===== src/rtl/qos_wrr_arbiter_pkg.sv =====
// Shared types for the QoS weighted round-robin arbiter.
// State encoding, class count and one-hot helper.
package qos_arb_pkg;

  localparam int NCLASS = 4;

  typedef enum logic [1:0] {
    IDLE,
    SELECT,
    SERVE
  } state_e;

  function automatic logic [NCLASS-1:0] onehot(
    input logic [1:0] idx
  );
    logic [NCLASS-1:0] v;
    v = '0;
    v[idx] = 1'b1;
    return v;
  endfunction

endpackage


===== src/rtl/qos_wrr_arbiter_if.sv =====
// Class-FIFO side of the arbiter: empty flags and
// back-pressure in, grant/pop/busy out.
interface qos_wrr_arbiter_if;
  import qos_arb_pkg::*;

  logic [NCLASS-1:0] EMPTY;
  logic              PAUSE;
  logic [NCLASS-1:0] GRAND;
  logic              POPDATOCF;
  logic              BUSY;

  modport master (
    input  EMPTY,
    input  PAUSE,
    output GRAND,
    output POPDATOCF,
    output BUSY
  );

  modport slave (
    output EMPTY,
    output PAUSE,
    input  GRAND,
    input  POPDATOCF,
    input  BUSY
  );

endinterface


===== src/rtl/qos_wrr_arbiter_rr_pick.sv =====
// Rotating-priority encoder: first set bit of elig_i
// searching upward from ptr_i, wrapping modulo NCLASS.
module rr_pick
  import qos_arb_pkg::*;
(
  input  logic [NCLASS-1:0] elig_i,
  input  logic [1:0]        ptr_i,
  output logic              hit_o,
  output logic [1:0]        idx_o
);

  logic [1:0] k;

  // Scan farthest offset first so the nearest hit wins.
  always_comb begin
    hit_o = 1'b0;
    idx_o = ptr_i;
    k     = ptr_i;
    for (int j = NCLASS - 1; j >= 0; j--) begin
      k = ptr_i + 2'(j);
      if (elig_i[k]) begin
        hit_o = 1'b1;
        idx_o = k;
      end
    end
  end

endmodule


===== src/rtl/qos_wrr_arbiter.sv =====
// Weighted round-robin scheduler draining four class
// FIFOs into the principal FIFO in weighted bursts.
module qos_wrr_arbiter
  import qos_arb_pkg::*;
#(
  parameter int WEIGHT_W = 4
) (
  input  logic                CLK,
  input  logic                RESET,
  input  logic                ENABLE,
  input  logic [WEIGHT_W-1:0] WEIGHT0,
  input  logic [WEIGHT_W-1:0] WEIGHT1,
  input  logic [WEIGHT_W-1:0] WEIGHT2,
  input  logic [WEIGHT_W-1:0] WEIGHT3,
  qos_wrr_arbiter_if.master   bus
);

  state_e              state_q;
  logic [NCLASS-1:0]   grand_q;
  logic [1:0]          ptr_q;
  logic [WEIGHT_W-1:0] credit_q;

  logic [WEIGHT_W-1:0] weight [NCLASS];
  logic [NCLASS-1:0]   elig;
  logic                hit;
  logic [1:0]          idx;
  logic                gnt_empty;
  logic                pop;

  assign weight[0] = WEIGHT0;
  assign weight[1] = WEIGHT1;
  assign weight[2] = WEIGHT2;
  assign weight[3] = WEIGHT3;

  always_comb begin
    elig = '0;
    for (int i = 0; i < NCLASS; i++) begin
      elig[i] = ~bus.EMPTY[i] & (weight[i] != '0);
    end
  end

  rr_pick u_pick (
    .elig_i (elig),
    .ptr_i  (ptr_q),
    .hit_o  (hit),
    .idx_o  (idx)
  );

  assign gnt_empty = |(grand_q & bus.EMPTY);

  assign pop = (state_q == SERVE) & ~gnt_empty
             & ~bus.PAUSE & ENABLE & ~RESET;

  assign bus.POPDATOCF = pop;
  assign bus.GRAND     = grand_q;
  assign bus.BUSY      = (state_q != IDLE);

  always_ff @(posedge CLK) begin
    if (RESET) begin
      state_q  <= IDLE;
      grand_q  <= '0;
      ptr_q    <= '0;
      credit_q <= '0;
    end else if (!ENABLE) begin
      state_q  <= IDLE;
      grand_q  <= '0;
      credit_q <= '0;
    end else begin
      unique case (state_q)
        IDLE: begin
          grand_q <= '0;
          if (hit) state_q <= SELECT;
        end
        SELECT: begin
          if (hit) begin
            grand_q  <= onehot(idx);
            credit_q <= weight[idx];
            ptr_q    <= idx + 2'd1;
            state_q  <= SERVE;
          end else begin
            grand_q <= '0;
            state_q <= IDLE;
          end
        end
        SERVE: begin
          // Empty granted FIFO releases the burst early.
          if (gnt_empty) begin
            grand_q <= '0;
            state_q <= SELECT;
          end else if (pop) begin
            credit_q <= credit_q - WEIGHT_W'(1);
            if (credit_q == WEIGHT_W'(1)) begin
              grand_q <= '0;
              state_q <= SELECT;
            end
          end
        end
        default: begin
          grand_q <= '0;
          state_q <= IDLE;
        end
      endcase
    end
  end

endmodule


===== src/flat_wrapper.sv =====
// flat-port wrapper written by rule: the top's interface ports become plain ports
module qos_wrr_arbiter_flat import qos_arb_pkg::*;
#(
  parameter int WEIGHT_W = 4
)
  (CLK, RESET, ENABLE, WEIGHT0, WEIGHT1, WEIGHT2, WEIGHT3, bus_EMPTY, bus_PAUSE, bus_GRAND, bus_POPDATOCF, bus_BUSY);
  qos_wrr_arbiter_if bus_i ();
  input  logic CLK;
  input  logic RESET;
  input  logic ENABLE;
  input  logic [WEIGHT_W-1:0] WEIGHT0;
  input  logic [WEIGHT_W-1:0] WEIGHT1;
  input  logic [WEIGHT_W-1:0] WEIGHT2;
  input  logic [WEIGHT_W-1:0] WEIGHT3;
  input wire logic [$bits(bus_i.EMPTY)-1:0] bus_EMPTY;
  input wire logic [$bits(bus_i.PAUSE)-1:0] bus_PAUSE;
  output wire logic [$bits(bus_i.GRAND)-1:0] bus_GRAND;
  output wire logic [$bits(bus_i.POPDATOCF)-1:0] bus_POPDATOCF;
  output wire logic [$bits(bus_i.BUSY)-1:0] bus_BUSY;
  assign bus_i.EMPTY = bus_EMPTY;
  assign bus_i.PAUSE = bus_PAUSE;
  assign bus_GRAND = bus_i.GRAND;
  assign bus_POPDATOCF = bus_i.POPDATOCF;
  assign bus_BUSY = bus_i.BUSY;
  qos_wrr_arbiter #(.WEIGHT_W(WEIGHT_W)) u_core (.CLK(CLK), .RESET(RESET), .ENABLE(ENABLE), .WEIGHT0(WEIGHT0), .WEIGHT1(WEIGHT1), .WEIGHT2(WEIGHT2), .WEIGHT3(WEIGHT3), .bus(bus_i));
endmodule

===== config.mk =====
export PLATFORM = sky130hd
export DESIGN_NAME = qos_wrr_arbiter_flat
export DESIGN_NICKNAME = d
export VERILOG_FILES = /design/src/rtl/qos_wrr_arbiter_pkg.sv /design/src/rtl/qos_wrr_arbiter_if.sv /design/src/rtl/qos_wrr_arbiter_rr_pick.sv /design/src/rtl/qos_wrr_arbiter.sv /design/src/flat_wrapper.sv
export SDC_FILE = /design/constraint.sdc
export NUM_CORES = 1
export LEC_CHECK = 0
export ABC_AREA = 1
export CAP_MARGIN = 20
export CORE_MARGIN = 3
export CORE_UTILIZATION = 48
export DETAILED_ROUTE_END_ITERATION = 7
export HOLD_SLACK_MARGIN = 0.15
export MAX_ROUTING_LAYER = met4
export PLACE_DENSITY = 0.79
export SYNTH_ARGS = -nofsm -noshare
export SYNTH_HDL_FRONTEND = slang
export SYNTH_SLANG_ARGS = --single-unit
export TNS_END_PERCENT = 30

===== constraint.sdc =====
create_clock -name CLK -period 2.9 [get_ports CLK]
set_input_delay 0.87 -clock CLK [delete_from_list [all_inputs] [get_ports CLK]]
set_output_delay 0.87 -clock CLK [all_outputs]
set_load 0.02 [all_outputs]

==> results.yml, run 1 <==
worst_setup_path:
  cp.required_ps: 2030
  crit_type: "in2out"
  r2r_slack_ps: 440
  cp_data_arrival_time_ps: 1940
  crit_end: "bus_POPDATOCF"
  r2r_end: "u_core.state_q[0]"
  startpoint_type: "input pin"
  crit_fanout: 2
  cp-end-kind: "output pin"
  worst-r2r-cell-count: 16
  crit_start: "bus_EMPTY[2]"
  r2r-start: "u_core.state_q[1]"
run_status:
  status: "complete, no violations"
synthesis:
  seq_area_frac_synth_pct: 20.8
  yosys.cell_count.top_type: "nand2_1"
  synth_common_cells: "nand2_1, inv_1, nand3_1, nor2_1, dfxtp_1"
  syn_avg_cell_area_um2: 5.84
  netlist_top_cells_area: "dfxtp_1, nand2_1, nand3_1"
  ys_warn_count: 0
  yosysTopAreaCell: "dfxtp_1"
  synth.distinct_cells: 30
  ys_ff_latch: 12
  syn_nets: 224
  netlist.area_leader.share_pct: 20.8
  synth_ff_type: "dfxtp_1"
  synthCells: 198
  synthArstFlopShare_pct: 0
  synth_edf_count: 0
  synth_area_mm2: 0.00116
power:
  power_leakage_nw: 0.860
  vdd_drop_max_v: 0.000297
  power_density_mw_per_mm2: 354
route:
  drt_iter0_markers: 40
  dr_total_vias: 1423
  vias_per_cell: 5.14
  dr.pass1.iters: 4
  drt-total-wl_mm: 3.41
  drc_errors: 0
  post_drt_wl_per_cell_um: 12.3
  antenna_left: 0
global_routing:
  grt_max_degree: 14
  grt_pass1_wl_mm: 5.43
  grt_pass1_vias: 1316
  antenna_found_initial: 0
  overflow: 0
  gr-usage-all-layers_pct: 25.3
sta:
  maxSlewViolCount: 0
  fin_crit_sh_pct: 97.0
  hold_viol_final: 0
  worst-slew-pin-transition_ps: 400
  relSlewSlack_pct: 73.3
  rsz0062_at_grt: "yes"
  hold-worst-slack_ps: 496
  setup_ws_ps: 87.8
  clock_skew_ps: 3.07
  fin_tns_setup_ps: 0
  fin_crit_ps: 2810
  final-setup-viol-count: 0
  fmax_mhz: 356
die:
  die_x_um: 55.1
  rows: 17
  initial_utilization_pct: 51.3
  io_pins: 30
  die_area_mm2: 0.00303
  die_h_um: 55.1
  core_mm2: 0.00225
final_layout:
  area_delta_synth_final_pct: 43.5
  drive_above_1_share_pct: 19.3
  fin_cells: 277
  nets: 277
  regArea_um2: 240
  post-route-util_pct: 73.6
  num_antenna_cells: 0
  fillers: 190
  multiInputGateArea_um2: 767
run:
  maxCapViolations: 0
clocking:
  clock_sinks: 12
  cts-root-buf: "clkbuf_4"
  clock_latency_ps: 280
  clockBufferDepth: 2
  postCtsHoldBufs: 0
  cts_tree: "done"
  path_clk_slew_ps: 80
  cts_htree_levels: 1
  cts_buffers: 3
hold_path:
  hold_class: "reg2reg"
placed_design:
  gp_congestion: 0.952
  dp.cells: 267
  dp_hpwl_mm: 2.57
  port_buffers: 29
  place_ws_ps: -612
-- how the worst min path moves through the flow --
stage,start,cells past startpoint,end,slack [ps]
floorplan,u_core.state_q[1],2,u_core.state_q[0],510
global route,u_core.bus.GRAND[2],2,u_core.bus.GRAND[2],520
CTS,u_core.bus.GRAND[2],2,u_core.bus.GRAND[2],490
finish,u_core.bus.GRAND[2],2,u_core.bus.GRAND[2],500
global placement,u_core.bus.GRAND[2],2,u_core.bus.GRAND[2],480
detailed placement,u_core.bus.GRAND[2],2,u_core.bus.GRAND[2],480
-- worst max-delay path: stages --
cell           delay (ps)
dlygate4sd2_1         240
nand2_1                80
nand3_2                80
a221oi_2              190
inv_1                 100
nor3_2                210
buf_4                 180
-- what timing repair did --
item,in CTS,in global routing
setup buffers,7,0
pin swaps,4,0
setup endpoints to repair,1,9
resized for setup,13,3
-- sequential cells by signal (all words and copies together), names as in the netlist --
signal / count
u_core.ptr_q: 2
u_core.state_q: 2
u_core.credit_q: 4
u_core.bus.GRAND: 4
-- layout by cell type (no fill, tap or decap) --
| cell | count |
|---|---|
| inv_2 | 4 |
| a221oi_2 | 1 |
| o21ai_1 | 4 |
| or2_2 | 1 |
| nand3_4 | 2 |
| xnor2_1 | 2 |
| ha_1 | 2 |
| nand2_4 | 1 |
| clkdlybuf4s50_1 | 24 |
| nand3_2 | 2 |
| a31oi_2 | 1 |
| nor2_2 | 1 |
| o21ai_2 | 1 |
| buf_4 | 23 |
| nor3_2 | 1 |
| nand2_2 | 4 |
| dlygate4sd2_1 | 4 |
| clkbuf_4 | 3 |
| o2111ai_1 | 1 |
| or2_4 | 1 |
| xor2_1 | 1 |
| a21boi_2 | 1 |
| nand3_1 | 27 |
| nand2_1 | 62 |
| a211oi_1 | 1 |
| o21ai_0 | 1 |
| nor3b_1 | 1 |
| inv_1 | 35 |
| nand3b_1 | 4 |
| xor2_2 | 1 |
| dfxtp_1 | 12 |
| nor2_1 | 14 |
| a21oi_1 | 6 |
-- power by group --
group          internal (mW)  leakage (nW)  switching [mW]
Sequential             0.172        0.0974         0.00921
Clock                 0.0483        0.0138          0.0597
Combinational          0.132         0.749           0.166
-- final cells by class --
cell class                      count  share of cell area, %
Tap cell                           28                   2.11
Timing Repair Buffer               51                   27.0
Inverter                           39                   8.82
Sequential cell                    12                   14.5
Multi-Input combinational cell    144                   46.2
Clock buffer                        3                   1.36
-- per-stage QoR --
| stage | cell area (um^2) | total power, mW |
|---|---|---|
| 2_1_floorplan | 1160 | 0.375 |
| 3_3_place_gp | 1560 | 0.460 |
| 3_5_place_dp | 1560 | 0.470 |
| 4_1_cts | 1650 | 0.579 |
| 5_1_grt | 1660 | 0.625 |
| 6_report | 1660 | 0.587 |
-- cells by family after synthesis --
family / after synthesis / synth area share, %
adder cells (fa/ha/maj): 2 / 2.16
AND/OR/NAND/NOR: 121 / 48.9
buffers and inverters: 42 / 15.3
XOR/XNOR: 4 / 3.68
flip-flops: 12 / 20.8
AO/OA/AOI/OAI: 17 / 9.20
-- routing by layer --
layer	wire (um)	global-route usage [%]	vias up
met2	1660	44.1	52
met5	0	-	-
li1	-	-	722
met3	205	3.22	11
met4	87	10.5	0
met1	1460	29.0	638
(Power assumes the default switching activity.)
==> inputs of run 2 (changes only) <==
- CORE_UTILIZATION: 48 -> 50
- CTS_BUF_LIST: default -> sky130_fd_sc_hd__clkbuf_2
- PLACE_DENSITY: 0.79 -> 0.82
==> run 2 against run 1 <==
Against the previous run: combinational power down 4%; critical path depth did not move; via count shrank 3.8%; fmax fell by 0.58%; final area is 3.2% lower; sequential power about the same; clock-buffer cell count unchanged; wire length down 1.3%; critical endpoint unchanged; largest power group unchanged.
==> results.yml, run 2 (synthesis gave the netlist of run 1 again) <==
run_status:
  status: "complete, no violations"
sta:
  hold-worst-slack_ps: 514
  fin_crit_ps: 2830
  fmax_mhz: 354
  worst-slew-pin-transition_ps: 403
  rsz0062_at_grt: "yes"
  final-setup-viol-count: 0
  fin_tns_setup_ps: 0
  relSlewSlack_pct: 73.1
  clock_skew_ps: 5.62
  hold_viol_final: 0
  fin_crit_sh_pct: 97.5
  maxSlewViolCount: 0
route:
  dr.pass1.iters: 4
  drt-total-wl_mm: 3.37
  drc_errors: 0
  drt_iter0_markers: 36
  antenna_left: 0
  vias_per_cell: 5.09
  post_drt_wl_per_cell_um: 12.5
  dr_total_vias: 1369
clocking:
  clockBufferDepth: 2
  cts_tree: "done"
  clock_sinks: 12
  clock_latency_ps: 270
  postCtsHoldBufs: 0
  cts_buffers: 3
  cts_htree_levels: 1
  cts-root-buf: "clkbuf_2"
  path_clk_slew_ps: 110
worst_setup_path:
  critPathMaxStageDelay_ps: 270
  path_delay_family: "buffers and inverters"
  slowest_stage: "dlygate4sd2_1"
  cp-end-kind: "output pin"
  cp.required_ps: 2030
  cp_data_arrival_time_ps: 1960
  cp_cell_sequence: "dlygate4sd2_1, nand2_1, nand3_1, a221oi_2, inv_1, nor3_2, buf_4"
  crit_fanout: 2
  startpoint_type: "input pin"
  crit_type: "in2out"
  path_buf_inv: 3
final_layout:
  fillers: 163
  num_antenna_cells: 0
  nets: 270
  final_cell_mix: "nand2_1, inv_1, nand3_1, clkdlybuf4s50_1, buf_4"
  drive_above_1_share_pct: 16.1
  final_common_cell: "nand2_1"
  multiInputGateArea_um2: 768
  regArea_um2: 240
  area_delta_synth_final_pct: 39.0
global_routing:
  grt_max_degree: 14
  overflow: 0
  antenna_found_initial: 0
  gr-usage-all-layers_pct: 26.5
  grt_pass1_vias: 1391
  grt_pass1_wl_mm: 5.53
die:
  die_x_um: 54.1
  rows: 16
  initial_utilization_pct: 55.5
  core_mm2: 0.00208
  die_h_um: 54.1
  io_pins: 30
  die_area_mm2: 0.00293
placed_design:
  port_buffers: 29
  dp_hpwl_mm: 2.55
  gp_congestion: 0.921
power:
  vdd_drop_max_v: 0.000322
  power_density_mw_per_mm2: 342
  power_leakage_nw: 0.844
run:
  maxCapViolations: 0
hold_path:
  hold_class: "reg2reg"
[run 2: worst paths after layout]
kind                       startpoint             endpoint  slack (ps)  cells past startpoint
setup / recovery         bus_EMPTY[0]        bus_POPDATOCF          70                      7
hold / removal    u_core.bus.GRAND[0]  u_core.bus.GRAND[0]         510                      2
setup reg to reg    u_core.state_q[1]    u_core.state_q[0]         520                     15
hold reg to reg   u_core.bus.GRAND[0]  u_core.bus.GRAND[0]         510                      2
[run 2: what timing repair did]
item                       in CTS  in global routing
setup endpoints to repair       1                  9
buffers inserted                5                  0
pin swaps                       2                  2
gates cloned                    0                  0
resized for setup              10                  5
[run 2: power breakdown]
part | switching [mW] | total (mW) | internal (mW)
Sequential | 0.00913 | 0.181 | 0.172
Clock | 0.0549 | 0.0831 | 0.0282
Combinational | 0.164 | 0.286 | 0.122
[run 2: routing by layer]
metal	routed length (um)	part of all wire (%)	vias up	GRT usage, %
met5	0	0	-	-
met4	78	2.3	0	13.7
met3	206	6.1	12	3.05
met2	1620	48	57	47.6
met1	1460	43	590	28.3
li1	-	-	710	-
[run 2: layout make-up]
class | count | area share, %
multi-input combinational | 144 | 47.8
tap | 27 | 2.10
sequential | 12 | 15.0
clock buffer | 3 | 0.935
timing repair buffer | 44 | 25.1
inverter | 39 | 9.11
[run 2: through the flow]
step                setup WS [ps]  std cells  power, mW  utilization, %  area, um^2
floorplan                     202        198      0.375               -        1160
global placement             -541        261      0.448            73.3        1530
detailed placement           -571        261      0.457            73.3        1530
CTS                          6.25        269      0.543            76.1        1580
global route                 8.51        269      0.591            77.2        1610
finish                       71.4        269      0.550            77.2        1610
[run 2: worst reg2reg max path, cell delays in order, from the launching register on]
cell       delay [ps]
dfxtp_1           370
inv_1              60
nor2_1            180
nand3_1           130
a221oi_2          190
inv_1             110
buf_4             140
buf_4             120
buf_4             130
buf_4             120
buf_4             120
buf_4             120
a31oi_2           260
inv_1             100
o2111ai_1          80
inv_1              60
